==> src/rtl/ioctl_loader_pkg.sv <==
// Shared types and default geometry for the ioctl ROM loader.
package ioctl_loader_pkg;

    typedef enum logic [1:0] {
        IDLE = 2'd0,
        LOAD = 2'd1,
        DONE = 2'd2
    } loader_state_t;

    localparam int DEFAULT_ADDR_W       = 25;
    localparam int DEFAULT_REGION_SHIFT = 13;

endpackage

==> src/rtl/ioctl_region_decode.sv <==
// Combinational region decode: window number -> one-hot bank enable plus out-of-range flag.
module ioctl_region_decode #(
    parameter int NUM_REGIONS = 8,
    parameter int REGION_W    = 12
) (
    input  logic [REGION_W-1:0]    region,
    output logic [NUM_REGIONS-1:0] region_we,
    output logic                   out_of_range
);

    for (genvar k = 0; k < NUM_REGIONS; k++) begin : g_we
        assign region_we[k] = (region == REGION_W'(k));
    end

    assign out_of_range = (32'(region) >= NUM_REGIONS);

endmodule

==> src/rtl/ioctl_rom_loader.sv <==
// Multi-region ROM download steering with load state, status and byte count.
// Optional per-region additive checksums are built when ROM_CHECKSUM_EN is defined.
module ioctl_rom_loader
    import ioctl_loader_pkg::*;
#(
    parameter int         NUM_REGIONS  = 8,
    parameter int         ADDR_W       = DEFAULT_ADDR_W,
    parameter int         REGION_SHIFT = DEFAULT_REGION_SHIFT,
    parameter logic [7:0] INDEX        = 8'd0
) (
    input  logic                      clk_sys,
    input  logic                      reset,
    input  logic                      ioctl_download,
    input  logic [7:0]                ioctl_index,
    input  logic                      ioctl_wr,
    input  logic [ADDR_W-1:0]         ioctl_addr,
    input  logic [7:0]                ioctl_dout,
    output logic [NUM_REGIONS-1:0]    rom_we_o,
    output logic [REGION_SHIFT-1:0]   rom_addr_o,
    output logic [7:0]                rom_data_o,
    output logic                      rom_ready_o,
    output logic                      load_done_o,
    output logic [NUM_REGIONS-1:0]    region_loaded_o,
    output logic                      overrun_o,
    output logic [ADDR_W-1:0]         byte_count_o
`ifdef ROM_CHECKSUM_EN
    ,
    input  logic [$clog2(NUM_REGIONS)-1:0] csum_sel_i,
    output logic [7:0]                     csum_o
`endif
);

    localparam int REGION_W = ADDR_W - REGION_SHIFT;

    loader_state_t state, state_nxt;
    logic dl_q;
    logic dl_rise, enter_load, finish_load, accept;
    logic [NUM_REGIONS-1:0] region_we;
    logic region_oor;

    ioctl_region_decode #(
        .NUM_REGIONS (NUM_REGIONS),
        .REGION_W    (REGION_W)
    ) u_decode (
        .region       (ioctl_addr[ADDR_W-1:REGION_SHIFT]),
        .region_we    (region_we),
        .out_of_range (region_oor)
    );

    // dl_q resets high so a download already in flight at reset is not seen as a new one.
    assign dl_rise = ioctl_download && !dl_q;
    assign accept  = (state == LOAD) && ioctl_download && ioctl_wr;

    always_ff @(posedge clk_sys) begin
        if (reset) begin
            state <= IDLE;
            dl_q  <= 1'b1;
        end else begin
            state <= state_nxt;
            dl_q  <= ioctl_download;
        end
    end

    always_comb begin
        state_nxt   = state;
        enter_load  = 1'b0;
        finish_load = 1'b0;
        case (state)
            IDLE, DONE: begin
                if (dl_rise && ioctl_index == INDEX) begin
                    state_nxt  = LOAD;
                    enter_load = 1'b1;
                end
            end
            LOAD: begin
                if (!ioctl_download) begin
                    state_nxt   = DONE;
                    finish_load = 1'b1;
                end
            end
            default: state_nxt = IDLE;
        endcase
    end

    always_ff @(posedge clk_sys) begin
        if (reset) begin
            rom_we_o    <= '0;
            rom_addr_o  <= '0;
            rom_data_o  <= '0;
            rom_ready_o <= 1'b0;
            load_done_o <= 1'b0;
        end else begin
            rom_we_o    <= accept ? region_we : '0;
            rom_ready_o <= (state_nxt == DONE);
            load_done_o <= finish_load;
            if (accept) begin
                rom_addr_o <= ioctl_addr[REGION_SHIFT-1:0];
                rom_data_o <= ioctl_dout;
            end
        end
    end

    always_ff @(posedge clk_sys) begin
        if (reset || enter_load) begin
            region_loaded_o <= '0;
            overrun_o       <= 1'b0;
            byte_count_o    <= '0;
        end else if (accept) begin
            region_loaded_o <= region_loaded_o | region_we;
            if (region_oor)
                overrun_o <= 1'b1;
            if (byte_count_o != '1)
                byte_count_o <= byte_count_o + 1'b1;
        end
    end

`ifdef ROM_CHECKSUM_EN
    localparam int SEL_W = $clog2(NUM_REGIONS);

    logic [7:0]     csum_q [NUM_REGIONS];
    logic [SEL_W:0] sel_ext;

    assign sel_ext = {1'b0, csum_sel_i};

    always_ff @(posedge clk_sys) begin
        if (reset || enter_load) begin
            for (int k = 0; k < NUM_REGIONS; k++)
                csum_q[k] <= '0;
        end else if (accept) begin
            for (int k = 0; k < NUM_REGIONS; k++)
                if (region_we[k])
                    csum_q[k] <= csum_q[k] + ioctl_dout;
        end
    end

    always_ff @(posedge clk_sys) begin
        if (reset)
            csum_o <= '0;
        else if (sel_ext < (SEL_W+1)'(NUM_REGIONS))
            csum_o <= csum_q[csum_sel_i];
        else
            csum_o <= '0;
    end
`endif

endmodule

==> config.mk <==
export PLATFORM = sky130hd
export DESIGN_NAME = ioctl_rom_loader
export DESIGN_NICKNAME = d
export VERILOG_FILES = /design/src/rtl/ioctl_loader_pkg.sv /design/src/rtl/ioctl_region_decode.sv /design/src/rtl/ioctl_rom_loader.sv
export SDC_FILE = /design/constraint.sdc
export NUM_CORES = 1
export LEC_CHECK = 0
export BUFFER_PORTS_ARGS = -buffer_cell sky130_fd_sc_hd__buf_2
export CORE_MARGIN = 2
export CORE_UTILIZATION = 42
export CTS_CLUSTER_DIAMETER = 150
export DETAILED_ROUTE_END_ITERATION = 12
export GPL_ROUTABILITY_DRIVEN = 0
export HOLD_SLACK_MARGIN = 0.02
export PLACE_DENSITY = 0.72
export SYNTH_ARGS = -nofsm -noshare
export SYNTH_HDL_FRONTEND = slang
export SYNTH_SLANG_ARGS = --single-unit
==> constraint.sdc <==
create_clock -name clk_sys -period 2.4 [get_ports clk_sys]
set_input_delay 0.24 -clock clk_sys [delete_from_list [all_inputs] [get_ports clk_sys]]
set_output_delay 0.24 -clock clk_sys [all_outputs]
set_load 0.01 [all_outputs]
==> impl_metrics.ini <==
[cts]
hold_buffers = 0
ctsResizeCount = 0
clk_latency_ns = 0.35
cts.sinks = 68
cts_max_level = 3
cts_tree = built
cts_setup_buffers = 0
cts-root-buf = clkbuf_8
path_clk_slew_ns = 0.08
clock_path_buffers = 2
cts_buffers = 9

[timing]
fin_crit_sh = 0.9270
clock.fmax_ghz = 0.4495
hold_viol_final = 0
fin_ws_ns = 0.1752
worst_pin_slew_ns = 0.6393
skew_ns = 0.01231
min_period_ns = 2.225
slew_headroom = 0.5705
hold_ws_ns = 0.1233
tns_ns = 0
slew_viol_final = 0
setup_viol = 0
rsz0062_at_grt = no

[worst_setup_path]
r2r_end = byte_count_o[20]$_SDFFE_PP0P_
path_cells = nand4_2 -> or4_4 -> or4_4 -> or3_1 -> a21oi_1
critical_path_buf_inv_count = 0
critical-path-max-stage-delay_ns = 0.56
reg2reg_setup_slack_ns = 0.18
cpLargestDelayFamily = simple AND/OR/NAND/NOR gates
worstSetupStartpointType = flop
startpoint = byte_count_o[7]$_SDFFE_PP0P_
cp.arrival_ns = 2.50
cp_max_fo = 6
crit_top_cell = or4_4
critPathRequiredTime_ns = 2.68
critical_path_class = reg2reg
cp-end-kind = flop
endpoint = byte_count_o[20]$_SDFFE_PP0P_
cpMaxStageDelayCell = or4_4
rr_worst_depth = 5
r2r-start = byte_count_o[7]$_SDFFE_PP0P_
crit_cells = 5

[status]
status = finished clean

[drt]
wl_um = 6889
wl_per_cell_um = 13.07
remaining_drc_errors = 0
drtIter0Drc = 80
postRouteAntennaNets = 0
vias = 2713
vias_per_cell = 5.148
first_pass_iters = 4

[logic_synthesis]
synth_seq_area_share = 0.4870
postSynthNetCount = 378
synth-seq-cells = 68
synthFlopType = dfxtp_1
synth-edff-count = 0
ys_types = 43
synth.cell_area_um2 = 2795
synth_warnings = 0
synthArstFlopShare = 0
synth.avg_cell_area_um2 = 8.419
synthCells = 332

[global_routing]
grt_pass1_vias = 2607
antenna_found_initial = 0
track_usage = 0.1928
gr-total-overflow = 0
grt_pass1_wl_um = 11340
grt_max_degree = 30

[power]
p_per_area_nw_per_um2 = 567.3
p_leak_uw = 0.001484
peakVddDrop_mv = 0.4472

[final_layout]
final_cell_mix = 109 x buf_2, 68 x dfxtp_1, 63 x nand2_1
final_core_util = 0.5631
drive_above_1_share = 0.3244
final_common_cell = buf_2
regArea_um2 = 1361
fillers = 633
antenna_cells = 0
multiInputGateArea_um2 = 1286
fin_nets = 491
final_cell_area_um2 = 3596
area_growth_pct = 28.65

[worst_hold_path]
hp-class = in2reg
hold_depth = 3

[floorplanning]
die_w_um = 85.58
die_y_um = 85.58
io_pins = 110
rows = 29
core-area_um2 = 6386
start_util = 0.4377
dieArea_um2 = 7324

[placement]
place_area_um2 = 3418
numPortBuffers = 109
place_ws_ns = 0.2213
hpwl_um = 5085

[flow_run]
drv_cap = 0
==> routing by layer <==
layer	wire length, um	vias to the layer above	track usage
met4	105	0	0.06782
met1	2936	1228	0.2218
met5	0	-	0
met3	587	13	0.07411
met2	3259	91	0.3274
li1	-	1381	-
==> synth_stat cells, types with 2 or more instances <==
master | number | area, um^2
or2_2 | 2 | 12.51
nor3_1 | 8 | 40.04
or4_4 | 2 | 22.52
nand2_1 | 63 | 236.5
and4_1 | 2 | 17.52
and4_2 | 2 | 20.02
clkbuf_1 | 13 | 48.80
inv_1 | 11 | 41.29
xnor2_1 | 14 | 122.6
a21o_1 | 3 | 22.52
nand3_1 | 12 | 60.06
or4_1 | 4 | 30.03
o31ai_1 | 4 | 30.03
dfxtp_1 | 68 | 1361
a211oi_1 | 8 | 60.06
a31oi_1 | 5 | 31.28
nand4_1 | 6 | 37.54
nor2_1 | 39 | 146.4
a21oi_1 | 38 | 190.2
nor4_1 | 5 | 31.28
==> sequential cells by signal, indices dropped and copies added, names as in the netlist <==
name and flops:
overrun_o 1, load_done_o 1, rom_ready_o 1, rom_addr_o 13, state 2, byte_count_o 25
dl_q 1, rom_data_o 8, rom_we_o 8, region_loaded_o 8
==> cell families (layout without fill, tap and decap cells) <==
kind of cell	after synthesis	in the layout	synth area share
xor+xnor	14	14	0.04387
buf+inv	28	146	0.05282
fa+ha+maj	1	1	0.004476
flops	68	68	0.4870
compound gates	65	65	0.1432
simple gates	156	156	0.2686
==> stage by stage <==
| step | std cells | total power (uW) |
|---|---|---|
| 3_3_place_gp | 511 | 1225 |
| 3_5_place_dp | 511 | 1225 |
| 6_report | 527 | 2040 |
| 2_1_floorplan | 332 | 1180 |
| 5_1_grt | 527 | 2125 |
| 4_1_cts | 527 | 2075 |
==> worst register-to-register path, delay by kind of cell (launching register included) <==
kind / cells / cell delay, ns
flops: 1 / 0.41
simple gates: 4 / 1.62
compound gates: 1 / 0.13
==> worst min path at each step <==
stage | startpoint | endpoint
3_5_place_dp | rom_addr_o[11]$_SDFFE_PP0P_ | rom_addr_o[11]$_SDFFE_PP0P_
3_3_place_gp | rom_addr_o[8]$_SDFFE_PP0P_ | rom_addr_o[8]$_SDFFE_PP0P_
2_1_floorplan | reset | dl_q$_SDFF_PP1_
4_1_cts | ioctl_addr[11] | rom_addr_o[11]$_SDFFE_PP0P_
6_report | ioctl_addr[11] | rom_addr_o[11]$_SDFFE_PP0P_
5_1_grt | ioctl_addr[0] | rom_addr_o[0]$_SDFFE_PP0P_
==> final cells by class <==
type	count	area share
repair buffers	119	0.1761
flip-flops and latches	68	0.3786
inverters	11	0.01148
clock inverters	6	0.01392
well taps	77	0.02679
clock buffers	10	0.03549
multi-input cells	236	0.3577
==> power breakdown <==
part | switching [uW] | internal (uW) | leakage [uW]
Clock | 458 | 383 | 0.0000831
Sequential | 0.341 | 1130 | 0.000548
Combinational | 36.8 | 33.5 | 0.000853
Total | 495 | 1550 | 0.00148
(Power assumes the default switching activity.)
